<file path="config.mk">
export PLATFORM = sky130hd
export DESIGN_NAME = wb_commit_sequencer
export DESIGN_NICKNAME = d
export VERILOG_FILES = /design/src/rtl/wb_commit_sequencer.sv
export SDC_FILE = /design/constraint.sdc
export NUM_CORES = 1
export LEC_CHECK = 0
export BUFFER_PORTS_ARGS = -buffer_cell sky130_fd_sc_hd__buf_2
export CAP_MARGIN = 10
export CELL_PAD_IN_SITES_DETAIL_PLACEMENT = 0
export CELL_PAD_IN_SITES_GLOBAL_PLACEMENT = 2
export CORE_MARGIN = 3
export CORE_UTILIZATION = 45
export CTS_BUF_LIST = sky130_fd_sc_hd__clkbuf_8
export DETAILED_ROUTE_END_ITERATION = 6
export PLACE_DENSITY = 0.85
export SLEW_MARGIN = 20
export SYNTH_ARGS = -nofsm -noshare
export SYNTH_HDL_FRONTEND = slang
export SYNTH_SLANG_ARGS = --single-unit
export TNS_END_PERCENT = 50
</file>
<file path="constraint.sdc">
create_clock -name clk -period 10.8 [get_ports clk]
set_clock_uncertainty 0.15 [all_clocks]
set_input_delay 2.16 -clock clk [delete_from_list [all_inputs] [get_ports clk]]
set_output_delay 2.16 -clock clk [all_outputs]
set_load 0.03 [all_outputs]
</file>
<file path="src/rtl/wb_commit_sequencer.sv">
// rtl/wb_commit_sequencer.sv - serialises up to two retiring writebacks per cycle onto a single-entry debug trace port
// In-order FIFO: lane i1 before lane i2, one commit per cycle, stall when full.
module wb_commit_sequencer #(
  parameter int DEPTH = 4,
  parameter int PTR_W = 2
) (
  input  logic        clk,
  input  logic        resetn,
  input  logic        i1_valid,
  input  logic [31:0] i1_pc,
  input  logic        i1_we,
  input  logic [4:0]  i1_waddr,
  input  logic [31:0] i1_wdata,
  input  logic        i2_valid,
  input  logic [31:0] i2_pc,
  input  logic        i2_we,
  input  logic [4:0]  i2_waddr,
  input  logic [31:0] i2_wdata,
  output logic        stall_req,
  output logic [31:0] debug_wb_pc,
  output logic [3:0]  debug_wb_rf_wen,
  output logic [4:0]  debug_wb_rf_wnum,
  output logic [31:0] debug_wb_rf_wdata,
  output logic [31:0] commit_cnt,
  output logic        overflow_err
);

  localparam logic [PTR_W:0] FULL_CNT = (PTR_W+1)'(DEPTH);

  logic [31:0] pc_mem    [0:DEPTH-1];
  logic        we_mem    [0:DEPTH-1];
  logic [4:0]  waddr_mem [0:DEPTH-1];
  logic [31:0] wdata_mem [0:DEPTH-1];

  logic [PTR_W-1:0] wr_ptr;
  logic [PTR_W-1:0] rd_ptr;
  logic [PTR_W:0]   count;

  logic             push1;
  logic             push2;
  logic             pop;
  logic [1:0]       n_enq;
  logic [PTR_W-1:0] i2_slot;

  assign stall_req = (count == FULL_CNT);
  assign push1     = ~stall_req & i1_valid;
  assign push2     = ~stall_req & i2_valid;
  assign pop       = (count != '0);
  assign n_enq     = {1'b0, push1} + {1'b0, push2};
  // A lone i2 takes wr_ptr itself; behind i1 it takes the next slot.
  assign i2_slot   = wr_ptr + PTR_W'(push1);

  // Storage carries no reset; only pointers and count define validity.
  always_ff @(posedge clk) begin
    if (push1) begin
      pc_mem[wr_ptr]    <= i1_pc;
      we_mem[wr_ptr]    <= i1_we;
      waddr_mem[wr_ptr] <= i1_waddr;
      wdata_mem[wr_ptr] <= i1_wdata;
    end
    if (push2) begin
      pc_mem[i2_slot]    <= i2_pc;
      we_mem[i2_slot]    <= i2_we;
      waddr_mem[i2_slot] <= i2_waddr;
      wdata_mem[i2_slot] <= i2_wdata;
    end
  end

  always_ff @(posedge clk or negedge resetn) begin
    if (!resetn) begin
      wr_ptr <= '0;
      rd_ptr <= '0;
      count  <= '0;
    end else begin
      wr_ptr <= wr_ptr + PTR_W'(n_enq);
      rd_ptr <= rd_ptr + PTR_W'(pop);
      count  <= count + (PTR_W+1)'(n_enq) - (PTR_W+1)'(pop);
    end
  end

  // Head is read before this edge's writes land, so a pair accepted at
  // DEPTH-1 may safely overwrite the slot being popped.
  always_ff @(posedge clk or negedge resetn) begin
    if (!resetn) begin
      debug_wb_pc       <= '0;
      debug_wb_rf_wen   <= '0;
      debug_wb_rf_wnum  <= '0;
      debug_wb_rf_wdata <= '0;
      commit_cnt        <= '0;
    end else if (pop) begin
      debug_wb_pc       <= pc_mem[rd_ptr];
      debug_wb_rf_wen   <= {4{we_mem[rd_ptr]}};
      debug_wb_rf_wnum  <= waddr_mem[rd_ptr];
      debug_wb_rf_wdata <= wdata_mem[rd_ptr];
      commit_cnt        <= commit_cnt + 32'd1;
    end else begin
      debug_wb_rf_wen   <= '0;
    end
  end

  always_ff @(posedge clk or negedge resetn) begin
    if (!resetn) begin
      overflow_err <= 1'b0;
    end else if (stall_req && (i1_valid || i2_valid)) begin
      overflow_err <= 1'b1;
    end
  end

endmodule

</file>
* Word-level counts from Yosys, hierarchy flattened
Memories as Yosys holds them, arrays and structs flattened. A register that Yosys moved wholly into a read port is not among the register bits. Index checks and enable logic that the tools add are counted. Widths: inputs -> output; s select.
Word-level totals: output and inout bits 107, word-level logic and storage cells 32, bits in writable memories 280, register bits 44, memories 4
Cells by class: muxes and demuxes 5, $add $sub $neg 7, equality and inequality tests 1, reduce and logical (&&, ||, !) cells 6, bitwise operators 3
Memory list:
- pc_mem | depth 4, width 32, rd ports 1, clocked after memory_dff 1, wr ports 2, RTL line 30 | logic [31:0] pc_mem [0:DEPTH-1];
- wdata_mem | depth 4, width 32, rd ports 1, clocked after memory_dff 1, wr ports 2, RTL line 33 | logic [31:0] wdata_mem [0:DEPTH-1];
- waddr_mem | depth 4, width 5, rd ports 1, clocked after memory_dff 1, wr ports 2, RTL line 32 | logic [4:0] waddr_mem [0:DEPTH-1];
- we_mem | depth 4, width 1, rd ports 1, clocked after memory_dff 0, wr ports 2, RTL line 31 | logic we_mem [0:DEPTH-1];
Operator list (number):
- $add 32x1->32 const B | 1
- $add 2x1->2 | 2
- $mux 1 | 4
- $mux 4 | 1
- $add 3x2->3 | 1
- $eq 3x3->1 const B | 1
- $logic_not 1->1 | 3
- $reduce_bool 3->1 | 1
- $sub 3x1->3 | 1
- $add 1x1->2 | 1
- $add 2x2->2 | 1
- $and 1x1->1 | 2
- $logic_and 1x1->1 | 1
- $logic_or 1x1->1 | 1
- $not 1->1 | 1

* Depth between registers and ports, before layout
Gate-level depths: netlist of run 1.
depth in word-level cells 6, mapped depth 11, mapped depth without buffers 11

* Least setup slack after synthesis of run 1
Ideal clock, no wire load.
path type input-to-reg, from input i1_valid, to memory pc_mem[0][0] (enable), required time 10.048 ns, setup slack 2.647 ns, data arrival time 7.402 ns, stages on the path 2, path through nand2_1 o31ai_1
RTL lines:
- start, declared | RTL line 9 | input logic i1_valid,
- end, declared | RTL line 30

==> results.py, run 1 <==
metrics = {
    "clocking": {
        "cts-root-buf": "clkbuf_8",
        "clk_pin_slew_ns": 0.06,
        "htree_levels": 3,
        "postCtsHoldBufs": 0,
        "clock-sinks": 390,
        "cts_tree": "built",
        "ctsResizeCount": 0,
        "post-cts-setup-buffers": 0,
        "cts_inserted_buffers": 69,
        "clk_latency_ns": 0.59,
        "clock_path_buffers": 3,
    },
    "power_and_ir_drop": {
        "p_leak_nw": 8.84,
        "vdd_drop_max_mv": 0.198,
        "p_per_area_nw_per_um2": 312,
    },
    "sta": {
        "worst_pin_slew_ns": 1.10,
        "setup_viol": 0,
        "rsz0062_at_grt": "false",
        "period_share_pct": 47.8,
        "hold_violations": 0,
        "relSlewSlack_pct": 26.7,
        "fmaxAchievable_ghz": 0.194,
        "min_period_ns": 5.16,
        "fin_setup_tns_ns": 0,
        "maxSlewViolCount": 0,
    },
    "floorplan": {
        "boundaryPins": 251,
        "core.rowCount": 73,
        "dieArea_um2": 43300,
        "core_um2": 40000,
        "fp.dieW_um": 208,
        "start_util_pct": 45.9,
        "die_y_um": 208,
    },
    "logic_synthesis": {
        "yosysTopAreaCell": "edfxtp_1",
        "netlist-cell-type-count": 33,
        "yosysWarningCount": 0,
        "ys_ff_latch": 390,
        "syn_nets": 1309,
        "yosys-top-cells-area": "edfxtp_1, dfrtp_1, mux2_2",
        "avgSynthCellArea_um2": 15.9,
        "synth_top_area_share_pct": 45.8,
        "netlist_area_um2": 18400,
        "syn_inst": 1156,
        "ys_seq_area_share_pct": 60.8,
    },
    "grt": {
        "gr-total-overflow": 0,
        "use_met2_pct": 34.0,
        "busiest_layer": "met2",
        "grt_pass1_vias": 11700,
        "grt_max_degree": 77,
        "use_met3_pct": 5.19,
        "grt_use_total_pct": 20.5,
        "antenna_found_initial": 13,
        "grt_pass1_wl_mm": 68.6,
        "grt_use_met1_pct": 26.9,
    },
    "routing": {
        "dr_total_vias": 10800,
        "vias_per_cell": 5.38,
        "wl_mm": 44.6,
        "wire_per_inst_um": 22.2,
        "drt_iter0_markers": 665,
        "ant_nets": 0,
        "drt-pass1-iter-count": 5,
        "post-route-drc-count": 0,
    },
    "worst_setup_path": {
        "required_ns": 10.90,
        "crit_chain": "buf_2, nand2_1, inv_1, ha_1, xor2_1, or3_4, buf_4, o31ai_4, buf_4",
        "crit_slowest_cell": "buf_4",
        "start_kind": "primary input",
        "critPathArrivalTime_ns": 5.26,
        "crit_fanout": 42,
        "worstSetupPathType": "in -> reg",
        "worst_path_largest_cell_delay_ns": 0.82,
        "end_kind": "register",
        "crit_path_frequent_cell": "buf_4",
    },
    "min_path": {
        "min_path_type": "reg -> reg",
    },
    "finish": {
        "syn_to_final_growth_pct": 17.0,
        "final_common_cell": "edfxtp_1",
        "num-fill-cells": 3375,
        "fin_nets": 1579,
        "mostFrequentLayoutCells": "edfxtp_1, buf_2, nand2_1, mux2_2, dfrtp_1",
        "final_core_util_pct": 53.7,
        "drive_gt1_share_pct": 48.7,
    },
    "placed_design": {
        "port-buffer-count": 250,
        "dp_hpwl_mm": 27.3,
        "gp_congestion": 0.751,
    },
    "outcome": {
        "status": "complete, no violations",
    },
    "job": {
        "drv_cap": 0,
    },
}
-- where the power goes --
group	switching (mW)	total, mW	internal, mW
clock	0.594	1.37	0.778
combinational	1.55	2.64	1.09
sequential	0.261	2.69	2.43
total	2.40	6.70	4.30
-- path summary, 6_finish.rpt --
kind                                              startpoint                                 to  slack (ns)  cells past startpoint
max                                                 i1_valid         wdata_mem[0][26]$_DFFE_PP_        5.64                      9
max in group asynchronous                             resetn        debug_wb_pc[23]$_DFFE_PN0P_        8.02                      2
min reg2reg                debug_wb_rf_wdata[25]$_DFFE_PN0P_  debug_wb_rf_wdata[25]$_DFFE_PN0P_        0.31                      2
min in group asynchronous                             resetn  debug_wb_rf_wdata[25]$_DFFE_PN0P_        1.45                      1
min                        debug_wb_rf_wdata[25]$_DFFE_PN0P_  debug_wb_rf_wdata[25]$_DFFE_PN0P_        0.31                      2
max reg2reg                               count[0]$_DFF_PN0_         wdata_mem[0][26]$_DFFE_PP_        6.40                      9
-- layer usage --
metal	wire length [um]	vias to the layer above
met3	2580	77
met2	21900	297
met1	19300	5534
met4	794	12
met5	84	-
li1	-	4900
-- registers in the layout (all words and copies together) (netlist names) --
register           cells
commit_cnt            32
rd_ptr                 2
overflow_err           1
wr_ptr                 2
debug_wb_rf_wdata     32
count                  3
we_mem                 4
waddr_mem             20
wdata_mem            128
debug_wb_rf_wen        1
debug_wb_pc           32
pc_mem               128
debug_wb_rf_wnum       5
-- worst max-delay path, delay by kind of cell --
family	cells	cell delay (ns)
xor+xnor	1	0.32
fa+ha+maj	1	0.25
buf+inv	4	1.46
compound gates	1	0.16
simple gates	2	0.86
-- cells in the mapped netlist --
cell type,count
edfxtp_1,280
buf_2,15
nor2_1,5
clkbuf_1,29
nor3_2,1
and4_1,3
buf_1,1
o21ai_0,1
or3_1,1
mux4_2,70
and2_1,6
buf_6,21
and3_1,8
xnor2_1,31
nand2_1,219
nor4_1,1
mux2_2,208
fa_1,1
nor4_2,1
mux2_1,3
nand3_1,10
ha_1,8
mux2_4,69
o21bai_1,2
xor2_1,7
nand3_4,2
inv_1,12
buf_4,4
o31ai_1,2
or3b_1,1
nand4_1,19
dfrtp_1,110
nor3_1,5
-- logic make-up (layout without fill, tap and decap cells) --
kind of cell,count (synthesis),in the layout,share of synthesized area (%)
buffers and inverters,82,404,2.72
adders and majority gates,9,9,0.654
xor gates and xnor gates,38,38,1.81
DFF,390,390,60.8
muxes,350,350,27.2
other,0,8,0
AOI/OAI and AO/OA,5,5,0.191
and+or+nand+nor,282,282,6.68
-- per-stage QoR --
stage	hold WS, ns	cell area, um2	cells	setup slack (ns)	total power [mW]
6_report	0.308	21500	2011	5.64	6.70
5_1_grt	0.335	21500	2008	5.49	7.09
4_1_cts	0.314	21400	2002	5.62	6.79
3_5_place_dp	0.302	20000	1879	4.99	5.40
3_3_place_gp	0.295	20000	1879	5.05	5.34
2_1_floorplan	0.309	18400	1156	2.65	4.70
-- layout make-up --
| class | instances | area (um2) | share of cell area (%) |
|---|---|---|---|
| multi-input cells | 684 | 6780 | 31.5 |
| diodes | 8 | 20.0 | 0.0932 |
| well taps | 525 | 657 | 3.06 |
| clock buffers | 85 | 1170 | 5.45 |
| inverters | 12 | 46.3 | 0.216 |
| flip-flops and latches | 390 | 11200 | 52.0 |
| clock inverters | 38 | 224 | 1.04 |
| repair buffers | 269 | 1420 | 6.61 |
Power figures use the tool's default switching activity.
==> run 2: changes to the inputs <==
--- a/config.mk
+++ b/config.mk
@@ -10,10 +10,10 @@
 export CELL_PAD_IN_SITES_DETAIL_PLACEMENT = 0
 export CELL_PAD_IN_SITES_GLOBAL_PLACEMENT = 2
 export CORE_MARGIN = 3
-export CORE_UTILIZATION = 45
+export CORE_UTILIZATION = 39
 export CTS_BUF_LIST = sky130_fd_sc_hd__clkbuf_8
 export DETAILED_ROUTE_END_ITERATION = 6
-export PLACE_DENSITY = 0.85
+export PLACE_DENSITY = 0.79
 export SLEW_MARGIN = 20
 export SYNTH_ARGS = -nofsm -noshare
 export SYNTH_HDL_FRONTEND = slang
==> constraint.sdc (replaced) <==
create_clock -name clk -period 4.55 [get_ports clk]
set_clock_uncertainty 0.15 [all_clocks]
set_input_delay 0.91 -clock clk [delete_from_list [all_inputs] [get_ports clk]]
set_output_delay 0.91 -clock clk [all_outputs]
set_load 0.03 [all_outputs]
==> run 2 against run 1 <==
Clock power increased by 130%. Routed wire length increased by 2.8%. Die area increased by 15%. Sequential cell count unchanged. Register-to-register slack got worse by 5.3 ns. Largest cell class unchanged. Combinational power increased by 140%. Critical path depth decreased by 2. Non-clock buffer count increased by 1. Sequential power increased by 140%.
==> results.py, run 2 (synthesized netlist as in run 1, its figures left out) <==
metrics = {
    "clocking": {
        "clock_path_buffers": 3,
        "htree_levels": 3,
        "cts_tree": "built",
        "clk_latency_ns": 0.63,
        "post-cts-setup-buffers": 0,
        "postCtsHoldBufs": 0,
        "ctsResizeCount": 0,
        "cts-root-buf": "clkbuf_8",
        "cts_inserted_buffers": 70,
        "clk_pin_slew_ns": 0.06,
        "clock-sinks": 390,
    },
    "sta": {
        "rsz0062_at_grt": "false",
        "fmaxAchievable_ghz": 0.290,
        "setup_ws_ns": 1.10,
        "hold_violations": 0,
        "fin_setup_tns_ns": 0,
        "period_share_pct": 75.8,
        "min_period_ns": 3.45,
        "worst_pin_slew_ns": 0.981,
        "setup_viol": 0,
        "holdWs_ns": 0.195,
        "maxSlewViolCount": 0,
        "relSlewSlack_pct": 34.6,
    },
    "routing": {
        "post-route-drc-count": 0,
        "drt-pass1-iter-count": 7,
        "ant_nets": 0,
        "drt_iter0_markers": 666,
        "wl_mm": 45.8,
        "vias_per_cell": 5.15,
        "wire_per_inst_um": 21.9,
        "dr_total_vias": 10800,
    },
    "grt": {
        "grt_use_total_pct": 18.3,
        "use_met2_pct": 28.6,
        "grt_use_met1_pct": 24.8,
        "grt_pass1_vias": 11400,
        "antenna_found_initial": 11,
        "grt_max_degree": 87,
        "busiest_layer": "met2",
        "use_met3_pct": 5.82,
        "gr-total-overflow": 0,
        "grt_pass1_wl_mm": 69.5,
    },
    "finish": {
        "num-fill-cells": 4056,
        "fin_nets": 1581,
        "mostFrequentLayoutCells": "edfxtp_1, buf_2, nand2_1, mux2_2, dfrtp_1",
        "drive_gt1_share_pct": 48.8,
        "final_common_cell": "edfxtp_1",
        "final_area_um2": 21600,
        "final_core_util_pct": 47.1,
        "syn_to_final_growth_pct": 17.8,
        "reg.largest.list": "pc_mem (128), wdata_mem (128)",
        "final_cell_count_no_fill": 2091,
    },
    "power_and_ir_drop": {
        "power.total_mw": 16.0,
        "vdd_drop_max_mv": 0.520,
        "p_per_area_nw_per_um2": 739,
        "p_leak_nw": 8.86,
    },
    "floorplan": {
        "fp.dieW_um": 223,
        "core_um2": 46000,
        "start_util_pct": 40.0,
        "die_y_um": 223,
        "boundaryPins": 251,
        "core.rowCount": 78,
        "dieArea_um2": 49700,
    },
    "worst_setup_path": {
        "critPathArrivalTime_ns": 3.58,
        "start_kind": "register",
        "crit_fanout": 55,
        "required_ns": 4.67,
        "end_kind": "register",
        "worstSetupPathType": "reg -> reg",
    },
    "placed_design": {
        "place_area_um2": 20300,
        "dp_hpwl_mm": 27.4,
        "gp_congestion": 0.748,
        "pre_cts_ws_ns": 0.891,
        "numPlacedInstances": 1956,
        "port-buffer-count": 250,
    },
    "outcome": {
        "status": "complete, no violations",
    },
    "job": {
        "drv_cap": 0,
    },
    "min_path": {
        "min_path_type": "in -> async",
    },
}
[run 2: cell types whose count changed in the layout (fill, tap and decap cells not counted), moves of 2 or more]
| cell | change |
|---|---|
| inv_1 | +3 |
| diode_2 | -2 |
| buf_4 | -7 |
| clkinvlp_4 | +3 |
| buf_12 | +9 |
| bufinv_16 | -2 |
| clkbuf_8 | -2 |
| clkinv_2 | +4 |
[run 2: critical path, cell delays in order, from the launching register on]
cell and delay [ns]:
dfrtp_1 0.40, or3b_1 0.44, nand2_1 0.24, inv_1 0.13, ha_1 0.42, nor3_4 0.67, o21bai_4 0.27, buf_12 0.36
[run 2: layer usage]
layer	up-vias	wire (um)
met3	79	3110
met5	-	76
met4	12	808
met1	5475	20300
li1	4911	-
met2	300	21600
[run 2: cell type report]
class	count	area [um2]	share of cell area [%]
clock inverters	46	223	1.03
diodes	6	15.0	0.0694
inverters	12	46.3	0.214
clock buffers	83	1140	5.28
well taps	600	751	3.47
flip-flops and latches	390	11200	51.6
multi-input cells	684	6780	31.3
repair buffers	270	1520	7.02
[run 2: worst paths after layout]
kind                                                   start  depth (start not counted)                           endpoint  slack, ns
min in group clk           debug_wb_rf_wdata[16]$_DFFE_PN0P_                          2  debug_wb_rf_wdata[16]$_DFFE_PN0P_       0.31
hold / removal                                        resetn                          1         commit_cnt[31]$_DFFE_PN0P_       0.19
hold reg to reg            debug_wb_rf_wdata[16]$_DFFE_PN0P_                          2  debug_wb_rf_wdata[16]$_DFFE_PN0P_       0.31
setup reg to reg                          count[0]$_DFF_PN0_                          7            pc_mem[2][23]$_DFFE_PP_       1.10
setup / recovery                          count[0]$_DFF_PN0_                          7            pc_mem[2][23]$_DFFE_PP_       1.10
max in group asynchronous                             resetn                          2        debug_wb_pc[27]$_DFFE_PN0P_       3.16
[run 2: power breakdown]
part / total, mW / switching (mW) / internal (mW) / leakage [nW]
Sequential: 6.45 / 0.703 / 5.75 / 3.96
Clock: 3.19 / 1.48 / 1.72 / 0.807
Combinational: 6.35 / 3.67 / 2.68 / 4.10
Total: 16.0 / 5.85 / 10.1 / 8.86
==> run 3: changes to the inputs <==
--- a/config.mk
+++ b/config.mk
@@ -5,15 +5,16 @@
 export SDC_FILE = /design/constraint.sdc
 export NUM_CORES = 1
 export LEC_CHECK = 0
+export ABC_AREA = 1
 export BUFFER_PORTS_ARGS = -buffer_cell sky130_fd_sc_hd__buf_2
 export CAP_MARGIN = 10
 export CELL_PAD_IN_SITES_DETAIL_PLACEMENT = 0
 export CELL_PAD_IN_SITES_GLOBAL_PLACEMENT = 2
 export CORE_MARGIN = 3
-export CORE_UTILIZATION = 39
+export CORE_UTILIZATION = 37
 export CTS_BUF_LIST = sky130_fd_sc_hd__clkbuf_8
 export DETAILED_ROUTE_END_ITERATION = 6
-export PLACE_DENSITY = 0.79
+export PLACE_DENSITY = 0.82
 export SLEW_MARGIN = 20
 export SYNTH_ARGS = -nofsm -noshare
 export SYNTH_HDL_FRONTEND = slang
==> constraint.sdc (replaced) <==
create_clock -name clk -period 3.5 [get_ports clk]
set_clock_uncertainty 0.15 [all_clocks]
set_input_delay 0.7 -clock clk [delete_from_list [all_inputs] [get_ports clk]]
set_output_delay 0.7 -clock clk [all_outputs]
set_load 0.03 [all_outputs]
==> run 3 against run 2 <==
Routed wire length up 15%. Utilization is 2.4 points lower. Non-clock buffer count is 9 higher. Total power up 30%. Sequential power increased by 29%. Clock power rose by 28%. Register-to-register slack got worse by 0.73 ns. Cell count is 38% higher. Sequential share of layout area rose by 0.27 points. Maximum frequency up 10%. Clock-buffer cell count unchanged. Synthesized cell count increased by 68%. Critical path type unchanged. Largest cell class unchanged.
==> results.py, run 3 <==
metrics = {
    "clocking": {
        "clock_path_buffers": 3,
        "clock-sinks": 390,
        "htree_levels": 3,
        "clk_latency_ns": 0.62,
        "cts-root-buf": "clkbuf_8",
        "ctsResizeCount": 0,
        "cts_tree": "built",
        "post-cts-setup-buffers": 0,
        "cts_inserted_buffers": 71,
        "clk_pin_slew_ns": 0.06,
        "postCtsHoldBufs": 1,
    },
    "worst_setup_path": {
        "required_ns": 3.72,
        "end_kind": "register",
        "crit_fanout": 64,
        "r2r_slack_ns": 0.37,
        "critPathArrivalTime_ns": 3.35,
        "start_kind": "register",
        "worstSetupPathType": "reg -> reg",
    },
    "logic_synthesis": {
        "synth_edf_count": 280,
        "ys_seq_area_share_pct": 61.4,
        "yosysWarningCount": 0,
        "syn_nets": 2099,
        "synth_top_area_share_pct": 46.3,
        "syn_inst": 1946,
        "avgSynthCellArea_um2": 9.34,
        "synth_top_family_by_area": "simple AND/OR/NAND/NOR gates",
        "synth_compound_area_share_pct": 14.3,
        "synthXorXnorAreaFrac_pct": 1.25,
        "synth_top_flop_cell": "edfxtp_1",
        "yosys.cell_count.top_type": "o21ai_0",
        "netlist_area_um2": 18200,
        "async_reset_ff_share_pct": 28.2,
        "ys_ff_latch": 390,
        "synth-simple-area-share_pct": 16.6,
        "netlist-cell-type-count": 34,
        "synthAdderAreaFrac_pct": 0.661,
        "synthTopCellsByCount": "o21ai_0, nor2_1, nand2_1",
        "yosysTopAreaCell": "edfxtp_1",
        "yosys-top-cells-area": "edfxtp_1, dfrtp_1, o21ai_0",
        "muxShareOfSynthArea_pct": 0.0620,
    },
    "placed_design": {
        "port-buffer-count": 250,
        "pre_cts_ws_ns": 0.358,
        "numPlacedInstances": 2755,
        "gp_congestion": 0.779,
        "dp_hpwl_mm": 31.1,
    },
    "min_path": {
        "min_path_type": "in -> reg",
    },
    "finish": {
        "multiInputGateArea_um2": 6060,
        "final_core_util_pct": 44.7,
        "final_common_cell": "o21ai_0",
        "mostFrequentLayoutCells": "o21ai_0, nor2_1, nand2_1, edfxtp_1, buf_2",
        "reg.largest.list": "pc_mem (128), wdata_mem (128)",
        "fin_nets": 2326,
        "final_cell_count_no_fill": 2890,
        "seq_area_um2": 11200,
        "num-fill-cells": 4710,
        "syn_to_final_growth_pct": 18.4,
        "drive_gt1_share_pct": 17.3,
    },
    "sta": {
        "min_period_ns": 3.13,
        "setup_viol": 0,
        "rsz0062_at_grt": "false",
        "hold_violations": 0,
        "worst_pin_slew_ns": 1.10,
        "setup_ws_ns": 0.370,
        "period_share_pct": 89.4,
        "maxSlewViolCount": 0,
        "fmaxAchievable_ghz": 0.320,
        "relSlewSlack_pct": 26.4,
    },
    "job": {
        "drv_cap": 0,
    },
    "floorplan": {
        "fp.dieW_um": 228,
        "die_y_um": 228,
        "core_um2": 48100,
        "dieArea_um2": 51800,
        "boundaryPins": 251,
        "core.rowCount": 80,
        "start_util_pct": 37.8,
    },
    "power_and_ir_drop": {
        "p_int_mw": 12.2,
        "p_leak_nw": 9.31,
        "power_switching_mw": 8.62,
        "vdd_drop_max_mv": 0.743,
        "power.total_mw": 20.8,
        "p_per_area_nw_per_um2": 965,
        "seqPwrFrac_pct": 40.2,
        "p_sw_share_pct": 41.5,
        "combPwrFrac_pct": 40.2,
        "clkPwrFrac_pct": 19.6,
    },
    "routing": {
        "vias_per_cell": 4.99,
        "drt_iter0_markers": 952,
        "drt-pass1-iter-count": 7,
        "wire_per_inst_um": 18.3,
        "dr_total_vias": 14400,
        "post-route-drc-count": 0,
        "wl_mm": 52.8,
        "ant_nets": 0,
    },
    "grt": {
        "grt_use_total_pct": 20.6,
        "gr-total-overflow": 0,
        "grt_pass1_wl_mm": 81.4,
        "grt_max_degree": 142,
        "grt_pass1_vias": 14100,
        "antenna_found_initial": 6,
    },
    "outcome": {
        "status": "complete, no violations",
    },
}
==> run 3: cell count changes in the layout (fill, tap and decap cells not counted), moves of 11 or more <==
cell     delta
nand2_1   +128
nor2_1    +377
o21ai_1    +22
o21ai_0   +401
nand3_1    +11
a31oi_1    +69
mux2_4     -69
xnor2_1    -19
inv_1     +108
mux4_2     -70
mux2_2    -207
==> run 3: worst max-delay path: stages (launching register included) <==
cell and delay (ns):
dfrtp_1 0.38, nor2_1 0.27, nand2_1 0.16, nand2_1 0.25
inv_1 0.13, ha_1 0.23, xor2_2 0.32, nand3_4 0.34
buf_12 0.32, buf_4 0.20, nand2_1 0.05, o21ai_1 0.06
==> run 3: cell type report <==
cell class	instances	area share, %
clock inverters	47	0.883
well taps	656	3.81
diodes	4	0.0465
flip-flops and latches	390	51.9
repair buffers	279	7.85
clock buffers	83	5.31
multi-input cells	1312	28.1
inverters	119	2.09
==> run 3: path summary, 6_finish.rpt <==
kind,from,to,depth (start not counted)
max in group asynchronous,resetn,debug_wb_rf_wdata[3]$_DFFE_PN0P_,3
setup / recovery,count[0]$_DFF_PN0_,wdata_mem[2][10]$_DFFE_PP_,11
hold / removal,i2_valid,overflow_err$_DFFE_PN0P_,3
setup reg to reg,count[0]$_DFF_PN0_,wdata_mem[2][10]$_DFFE_PP_,11
hold reg to reg,overflow_err$_DFFE_PN0P_,overflow_err$_DFFE_PN0P_,1
min in group asynchronous,resetn,commit_cnt[26]$_DFFE_PN0P_,2
==> run 3: through the flow <==
stage | cell area (um2) | hold slack [ns] | TNS (ns)
floorplan | 18200 | 0.254 | -313.86
global placement | 20200 | 0.313 | 0
detailed placement | 20200 | 0.325 | 0
CTS | 21500 | 0.163 | 0
global route | 21500 | 0.191 | 0
finish | 21500 | 0.225 | 0
==> run 3: power groups by stage <==
stage	combinational, mW	clock [mW]	sequential (mW)
detailed placement	8.48	0	8.44
global placement	8.35	0	8.40
CTS	8.51	4.21	8.36
floorplan	4.69	0	9.33
finish	8.35	4.08	8.35
global route	9.39	4.42	8.52
==> run 3: kinds of logic after synthesis <==
family,after synthesis
AOI/OAI and AO/OA,499
xor gates and xnor gates,25
adders and majority gates,9
buffers and inverters,244
DFF,390
muxes,1
and+or+nand+nor,778
==> run 3: routing by layer <==
layer  track usage [%]  routed length [um]
met1              28.1               24000
met2              33.4               24600
met3              3.98                2950
met4              6.36                1210
met5                 0                  24
